`src/rtl/ent_word_collector_pkg.sv`:
```
// Shared constants for the entropy word collector: register map, bit fields
// and collect-FSM state encoding.
package ent_word_collector_pkg;

  localparam logic [7:0] ADDR_CTRL     = 8'h00;
  localparam logic [7:0] ADDR_STATUS   = 8'h01;
  localparam logic [7:0] ADDR_PRESCALE = 8'h02;
  localparam logic [7:0] ADDR_DATA     = 8'h03;
  localparam logic [7:0] ADDR_OVERFLOW = 8'h04;

  localparam int CTRL_ENABLE_BIT  = 0;
  localparam int STATUS_AVAIL_BIT = 0;
  localparam int STATUS_FULL_BIT  = 1;
  localparam int STATUS_COUNT_LSB = 8;
  localparam int STATUS_COUNT_MSB = 12;

  typedef enum logic [1:0] {
    CTRL_IDLE   = 2'd0,
    CTRL_SAMPLE = 2'd1,
    CTRL_PUSH   = 2'd2
  } ctrl_state_e;

endpackage

```
`src/rtl/ent_sync_fifo.sv`:
```
// Synchronous 32-bit FIFO with a separate occupancy counter. A pop of an empty
// FIFO is ignored; a push into a full FIFO is accepted only alongside a pop.
module ent_sync_fifo #(
  parameter int DEPTH = 8
) (
  input  logic                     clk,
  input  logic                     reset_n,
  input  logic                     push,
  input  logic                     pop,
  input  logic [31:0]              wdata,
  output logic [31:0]              rdata,
  output logic [$clog2(DEPTH):0]   count,
  output logic                     full,
  output logic                     empty
);

  localparam int AW = $clog2(DEPTH);

  logic [31:0]   mem [DEPTH];
  logic [AW-1:0] rd_ptr;
  logic [AW-1:0] wr_ptr;
  logic          do_push;
  logic          do_pop;

  assign empty   = (count == '0);
  assign full    = (count == (AW+1)'(DEPTH));
  assign do_pop  = pop && !empty;
  assign do_push = push && (!full || do_pop);
  assign rdata   = mem[rd_ptr];

  always_ff @(posedge clk or negedge reset_n) begin
    if (!reset_n) begin
      rd_ptr <= '0;
      wr_ptr <= '0;
      count  <= '0;
    end else begin
      if (do_push) wr_ptr <= wr_ptr + AW'(1);
      if (do_pop)  rd_ptr <= rd_ptr + AW'(1);
      case ({do_push, do_pop})
        2'b10:   count <= count + (AW+1)'(1);
        2'b01:   count <= count - (AW+1)'(1);
        default: ;
      endcase
    end
  end

  // NOTE: storage is deliberately not reset; the pointers and count define
  // validity, and an unreset array maps onto plain RAM.
  always_ff @(posedge clk) begin
    if (do_push) mem[wr_ptr] <= wdata;
  end

endmodule

```
`src/rtl/ent_word_collector.sv`:
```
// Samples a synchronised noise bit at a programmable rate, packs 32 bits
// MSB-first into words and buffers them for host reads over a cs/we bus.
module ent_word_collector
  import ent_word_collector_pkg::*;
#(
  parameter int          FIFO_DEPTH     = 8,
  parameter logic [15:0] PRESCALE_RESET = 16'h0000
) (
  input  logic        clk,
  input  logic        reset_n,
  input  logic        noise,
  input  logic        cs,
  input  logic        we,
  input  logic [7:0]  address,
  input  logic [31:0] write_data,
  output logic [31:0] read_data,
  output logic        error,
  output logic [7:0]  debug
);

  localparam int CW = $clog2(FIFO_DEPTH) + 1;

  logic        sync_q1;
  logic        sync_q2;
  logic        ctrl_enable;
  logic [15:0] prescale;
  logic [15:0] overflow;
  logic [15:0] pcnt;
  logic [4:0]  bcnt;
  logic [31:0] sr;

  ctrl_state_e state;
  ctrl_state_e state_next;
  logic        sample_tick;
  logic        push_req;
  logic        overflow_inc;

  logic          illegal;
  logic          wr_ok;
  logic          wr_ctrl;
  logic          wr_prescale;
  logic          wr_overflow;
  logic          pop_ok;
  logic [31:0]   fifo_rdata;
  logic [CW-1:0] fifo_count;
  logic          fifo_full;
  logic          fifo_empty;
  logic          unused_write_bits;

  assign unused_write_bits = ^write_data[31:16];
  assign debug             = sr[7:0];

  always_ff @(posedge clk or negedge reset_n) begin
    if (!reset_n) begin
      sync_q1 <= 1'b0;
      sync_q2 <= 1'b0;
    end else begin
      // NOTE: non-blocking assignments make both flops sample the old values,
      // giving a true two-stage chain regardless of statement order.
      sync_q1 <= noise;
      sync_q2 <= sync_q1;
    end
  end

  // Bus decode: anything flagged illegal is blocked from every side effect.
  always_comb begin
    illegal = 1'b0;
    if (cs) begin
      if (!(address inside {ADDR_CTRL, ADDR_STATUS, ADDR_PRESCALE, ADDR_DATA, ADDR_OVERFLOW}))
        illegal = 1'b1;
      else if (we && (address == ADDR_STATUS || address == ADDR_DATA))
        illegal = 1'b1;
      else if (!we && address == ADDR_DATA && fifo_empty)
        illegal = 1'b1;
    end
  end

  assign error       = illegal;
  assign wr_ok       = cs && we && !illegal;
  assign wr_ctrl     = wr_ok && (address == ADDR_CTRL);
  assign wr_prescale = wr_ok && (address == ADDR_PRESCALE);
  assign wr_overflow = wr_ok && (address == ADDR_OVERFLOW);
  assign pop_ok      = cs && !we && !illegal && (address == ADDR_DATA);

  always_comb begin
    read_data = '0;
    if (!illegal) begin
      case (address)
        ADDR_CTRL:     read_data[CTRL_ENABLE_BIT] = ctrl_enable;
        ADDR_STATUS: begin
          read_data[STATUS_AVAIL_BIT] = !fifo_empty;
          read_data[STATUS_FULL_BIT]  = fifo_full;
          read_data[STATUS_COUNT_MSB:STATUS_COUNT_LSB] = 5'(fifo_count);
        end
        ADDR_PRESCALE: read_data[15:0] = prescale;
        ADDR_DATA:     if (!fifo_empty) read_data = fifo_rdata;
        ADDR_OVERFLOW: read_data[15:0] = overflow;
        default:       ;
      endcase
    end
  end

  always_ff @(posedge clk or negedge reset_n) begin
    if (!reset_n) state <= CTRL_IDLE;
    else          state <= state_next;
  end

  // A CTRL write in the 32nd-bit cycle restarts collection, so no PUSH follows.
  always_comb begin
    // NOTE: every output gets a default before the case so no path leaves a
    // variable unassigned, which would otherwise infer a latch.
    state_next  = state;
    sample_tick = 1'b0;
    push_req    = 1'b0;
    case (state)
      CTRL_IDLE: if (ctrl_enable) state_next = CTRL_SAMPLE;
      CTRL_SAMPLE: begin
        if (!ctrl_enable) begin
          state_next = CTRL_IDLE;
        end else if (pcnt == prescale) begin
          sample_tick = 1'b1;
          if (bcnt == 5'd31 && !wr_ctrl) state_next = CTRL_PUSH;
        end
      end
      CTRL_PUSH: begin
        push_req   = 1'b1;
        state_next = ctrl_enable ? CTRL_SAMPLE : CTRL_IDLE;
      end
      default: state_next = CTRL_IDLE;
    endcase
  end

  always_ff @(posedge clk or negedge reset_n) begin
    if (!reset_n) begin
      pcnt <= '0;
      bcnt <= '0;
      sr   <= '0;
    end else begin
      if (state == CTRL_SAMPLE && ctrl_enable) begin
        if (sample_tick) begin
          pcnt <= '0;
          bcnt <= bcnt + 5'd1;
          sr   <= {sr[30:0], sync_q2};
        end else begin
          pcnt <= pcnt + 16'd1;
        end
      end else begin
        pcnt <= '0;
        bcnt <= '0;
      end
      if (wr_ctrl) begin
        bcnt <= '0;
        sr   <= '0;
      end
    end
  end

  assign overflow_inc = push_req && fifo_full && !pop_ok;

  always_ff @(posedge clk or negedge reset_n) begin
    if (!reset_n) begin
      ctrl_enable <= 1'b0;
      prescale    <= PRESCALE_RESET;
      overflow    <= '0;
    end else begin
      if (wr_ctrl)     ctrl_enable <= write_data[CTRL_ENABLE_BIT];
      if (wr_prescale) prescale    <= write_data[15:0];
      if (wr_overflow)
        overflow <= '0;
      else if (overflow_inc && overflow != 16'hFFFF)
        overflow <= overflow + 16'd1;
    end
  end

  ent_sync_fifo #(.DEPTH(FIFO_DEPTH)) u_fifo (
    .clk     (clk),
    .reset_n (reset_n),
    .push    (push_req),
    .pop     (pop_ok),
    .wdata   (sr),
    .rdata   (fifo_rdata),
    .count   (fifo_count),
    .full    (fifo_full),
    .empty   (fifo_empty)
  );

endmodule

```
`config.mk`:
```
export PLATFORM = sky130hd
export DESIGN_NAME = ent_word_collector
export DESIGN_NICKNAME = d
export VERILOG_FILES = /design/src/rtl/ent_word_collector_pkg.sv /design/src/rtl/ent_sync_fifo.sv /design/src/rtl/ent_word_collector.sv
export SDC_FILE = /design/constraint.sdc
export NUM_CORES = 1
export LEC_CHECK = 0
export ABC_AREA = 1
export CAP_MARGIN = 20
export CORE_MARGIN = 2
export CORE_UTILIZATION = 39
export CTS_CLUSTER_DIAMETER = 80
export DETAILED_ROUTE_END_ITERATION = 12
export SETUP_SLACK_MARGIN = 0.05
export SYNTH_ARGS = -nofsm -noshare
export SYNTH_HDL_FRONTEND = slang
export SYNTH_SLANG_ARGS = --single-unit
```
`constraint.sdc`:
```
create_clock -name clk -period 7.7 [get_ports clk]
set_input_delay 1.54 -clock clk [delete_from_list [all_inputs] [get_ports clk]]
set_output_delay 1.54 -clock clk [all_outputs]
set_load 0.05 [all_outputs]
```
==> implementation parameters <==
Parameter                              Value

GRT
  Largest net degree at the start of global routing    83
  First-pass GRT wire length    59.0 mm
  Global route total overflow    0
  Vias in the first global route    10100
  Total routing resource utilization after global routing    18.4%
  Number of antenna violations at the first check in global routing    0

Final layout
  Number of fill cells in the layout    3618
  Final instance count without filler cells    2021
  Post-layout utilization of the core    45.4%
  Layout-stage area growth over the synthesis result    15.2%
  Commonest non-fill, non-tap cell in the layout    sky130_fd_sc_hd__edfxtp_1
  Post-layout nets    1517
  Most frequent cells in the layout    256 x sky130_fd_sc_hd__edfxtp_1, 211 x sky130_fd_sc_hd__nand2_1, 205 x sky130_fd_sc_hd__nor2_1, 120 x sky130_fd_sc_hd__o21ai_0, 98 x sky130_fd_sc_hd__dfrtp_1
  Proportion of layout cells with a drive suffix above 1    8.56%
  Total inserted antenna cells    0

Floorplan
  Io pins    86
  X dimension of the die    204 µm
  Total die area    41700 µm²
  Site row count    73
  Floorplan core area    39600 µm²
  Vertical die dimension    204 µm
  Starting utilization of the core area    39.5%

Routing
  Per-cell via count in the routed design    5.33
  Detailed-route wire length    38.6 mm
  Routed Antenna Nets    0
  Vias post-DR    10800
  DRC viols    0
  Number of DRC markers in iteration 0    937
  Routed WL per cell    19.1 µm
  First drt pass iteration count    7

Clock network
  Number of hold buffers added after cts    0
  Clock-pin slew on the worst setup and hold paths    0.06 ns
  Buffers from clock root to sink, at most    3
  Buffer type at the clock tree root    sky130_fd_sc_hd__clkbuf_16
  Clk_lat worst skew    0.54 ns
  Number of gates resized after CTS    0
  H-tree level count    2
  CTS Buf Count    39
  Clock tree from TritonCTS    yes
  Post-CTS setup buffer count    0
  Clock sink count    356

Setup path
  R2R cell count    9
  Worst Path Arrival    4.63 ns
  Maximum fanout count along the critical path    18
  Critical Path Source Type    input pin
  Required arrival time at the worst endpoint    6.16 ns
  Path type of the worst setup path    input pin to output port
  Crit path capture type    output port

Pwr
  Max IR drop VDD    144 µV
  Areal power density over the cells    216 nW/µm²
  Static power due to leakage    5.76 nW

Run status
  Result of the run    finished clean

Placement
  Post-detailed-placement half-perimeter wirelength    22.4 mm
  # port buffers    69
  Inst Count DP    1948
  Last weighted congestion value of the routability-driven placer    0.882

Yosys
  Cell area after technology mapping    15600 µm²
  Average footprint of a synthesized cell    11.1 µm²
  Cell count after synthesis    1413
  Number of synthesized register bits    356
  Number of unique standard cell types used by synthesis    45
  Yosys synthesis warning count    0
  Net Count, Synth    1465
  Portion of the post-synthesis area used by sequential elements    65.2%

STA
  Final hold violation count    0
  Min Hold Slack    0.383 ns
  Max-Slew Margin vs Limit    32.0%
  Fin Clk Skew    0.0188 ns
  Sum of negative setup slack    0 ns
  Timing-limited maximum frequency    162 MHz
  Number of endpoints failing setup at the final stage    0
  Number of slew-limit violations in the final report    0
  Period Utilization, post-route    80.1%
  RSZ-0062 raised after global routing    false
  Worst-margin pin slew    1.02 ns
  Time the worst path needs with I/O delays and setup    6.17 ns

Min path
  Type of the most critical hold path    flip-flop to flip-flop
  Hold Path Cell Cnt    0

Job
  Max-capacitance violation count    0
cell families (layout without fill, tap and decap cells):
kind of cell / after synthesis / after routing / synth area share (%)
buffers and inverters: 165 / 248 / 4.89
AND/OR/NAND/NOR: 553 / 553 / 15.3
XOR/XNOR: 44 / 44 / 2.46
flip-flops: 356 / 356 / 65.2
multiplexers: 28 / 28 / 1.80
adder cells (fa/ha/maj): 7 / 7 / 0.560
AO/OA/AOI/OAI: 260 / 260 / 9.83
critical path: stages:
cell	delay, ns
sky130_fd_sc_hd__clkdlybuf4s50_1	0.48
sky130_fd_sc_hd__inv_2	0.10
sky130_fd_sc_hd__nand2_1	0.08
sky130_fd_sc_hd__nor2_2	0.14
sky130_fd_sc_hd__nand2_4	0.11
sky130_fd_sc_hd__nand2_2	0.10
sky130_fd_sc_hd__nand3_2	0.10
sky130_fd_sc_hd__nand2_2	0.33
sky130_fd_sc_hd__inv_2	0.32
sky130_fd_sc_hd__nor3_1	0.42
sky130_fd_sc_hd__clkdlybuf4s50_1	0.87
per-layer routing:
metal / GRT usage, % / wire, µm / up-vias
met5: 0 / 0 / -
met4: 4.63 / 677 / 0
met3: 2.49 / 2210 / 59
met2: 28.8 / 17700 / 306
met1: 27.2 / 18000 / 5349
li1: - / - / 5059
per-stage QoR:
step	instance area [µm²]	power, mW	setup WS (ns)
2_1_floorplan	15600	2.09	2.52
3_3_place_gp	16800	2.12	1.60
3_5_place_dp	16800	2.12	1.57
4_1_cts	18000	3.93	1.56
5_1_grt	18000	4.01	1.37
6_report	18000	3.90	1.53
cell usage after synthesis:
| library cell | instances | area (µm²) |
|---|---|---|
| sky130_fd_sc_hd__clkinv_4 | 1 | 8.76 |
| sky130_fd_sc_hd__nor3_2 | 1 | 10.0 |
| sky130_fd_sc_hd__o21ai_1 | 15 | 75.1 |
| sky130_fd_sc_hd__nor2_2 | 9 | 56.3 |
| sky130_fd_sc_hd__nor2_4 | 2 | 22.5 |
| sky130_fd_sc_hd__o32ai_1 | 13 | 114 |
| sky130_fd_sc_hd__clkinv_1 | 1 | 3.75 |
| sky130_fd_sc_hd__inv_2 | 6 | 22.5 |
| sky130_fd_sc_hd__a31oi_1 | 2 | 12.5 |
| sky130_fd_sc_hd__nor3_1 | 33 | 165 |
| sky130_fd_sc_hd__o22ai_1 | 8 | 50.1 |
| sky130_fd_sc_hd__clkbuf_1 | 32 | 120 |
| sky130_fd_sc_hd__buf_6 | 6 | 67.6 |
| sky130_fd_sc_hd__clkinv_2 | 1 | 5.00 |
| sky130_fd_sc_hd__ha_1 | 7 | 87.6 |
| sky130_fd_sc_hd__nor2_1 | 207 | 777 |
| sky130_fd_sc_hd__o21ai_0 | 120 | 601 |
| sky130_fd_sc_hd__o211ai_1 | 27 | 203 |
| sky130_fd_sc_hd__nand2_1 | 211 | 792 |
| sky130_fd_sc_hd__nand3_2 | 5 | 50.1 |
| sky130_fd_sc_hd__nand4_4 | 2 | 42.5 |
| sky130_fd_sc_hd__xnor2_1 | 19 | 166 |
| sky130_fd_sc_hd__nor4_1 | 1 | 6.26 |
| sky130_fd_sc_hd__buf_12 | 1 | 20.0 |
| sky130_fd_sc_hd__nand3_1 | 60 | 300 |
| sky130_fd_sc_hd__buf_4 | 11 | 82.6 |
| sky130_fd_sc_hd__nand4_1 | 9 | 56.3 |
| sky130_fd_sc_hd__mux2_2 | 1 | 11.3 |
| sky130_fd_sc_hd__o221ai_1 | 24 | 210 |
| sky130_fd_sc_hd__xor2_1 | 25 | 219 |
| sky130_fd_sc_hd__o21ai_2 | 1 | 8.76 |
| sky130_fd_sc_hd__mux2i_1 | 27 | 270 |
| sky130_fd_sc_hd__buf_1 | 4 | 15.0 |
| sky130_fd_sc_hd__dfrtp_1 | 100 | 2500 |
| sky130_fd_sc_hd__nand2_4 | 4 | 45.0 |
| sky130_fd_sc_hd__inv_1 | 74 | 278 |
| sky130_fd_sc_hd__inv_4 | 1 | 6.26 |
| sky130_fd_sc_hd__buf_2 | 27 | 135 |
| sky130_fd_sc_hd__nand2_2 | 6 | 37.5 |
| sky130_fd_sc_hd__nor3b_1 | 1 | 7.51 |
| sky130_fd_sc_hd__o2111ai_1 | 3 | 26.3 |
| sky130_fd_sc_hd__nand4_2 | 2 | 25.0 |
| sky130_fd_sc_hd__a211oi_1 | 1 | 7.51 |
| sky130_fd_sc_hd__a21oi_1 | 46 | 230 |
| sky130_fd_sc_hd__edfxtp_1 | 256 | 7690 |
worst paths after layout:
check | from | end | slack [ns]
setup / recovery | address[0] | read_data[17] | 1.53
hold / removal | sync_q1 | sync_q2 | 0.38
setup reg to reg | u_fifo.count[0] | u_fifo.mem[5][5] | 4.72
hold reg to reg | sync_q1 | sync_q2 | 0.38
max in group asynchronous | reset_n | sr[20] | 5.42
min in group asynchronous | reset_n | pcnt[11] | 1.05
report_power, final:
| group | internal (mW) | switching, mW |
|---|---|---|
| clock | 1.06 | 0.746 |
| combinational | 0.0172 | 0.0305 |
| sequential | 2.04 | 0.00145 |
| total | 3.12 | 0.778 |
sequential cells by signal, indices dropped and copies added (netlist names):
| register | count |
|---|---|
| ctrl_enable | 1 |
| u_fifo.count | 4 |
| prescale | 16 |
| pcnt | 16 |
| sync_q1 | 1 |
| overflow | 16 |
| bcnt | 5 |
| sr | 32 |
| sync_q2 | 1 |
| u_fifo.rd_ptr | 3 |
| u_fifo.wr_ptr | 3 |
| u_fifo.mem | 256 |
| state | 2 |
final cells by class:
type / count / area, µm² / area share (%)
Clock buffer: 60 / 1060 / 5.91
Clock inverter: 12 / 165 / 0.917
Inverter: 84 / 324 / 1.80
Multi-Input combinational cell: 892 / 4730 / 26.3
Sequential cell: 356 / 10200 / 56.6
Tap cell: 525 / 657 / 3.65
Timing Repair Buffer: 92 / 872 / 4.84
No activity file was read; power rests on OpenSTA's default activity.
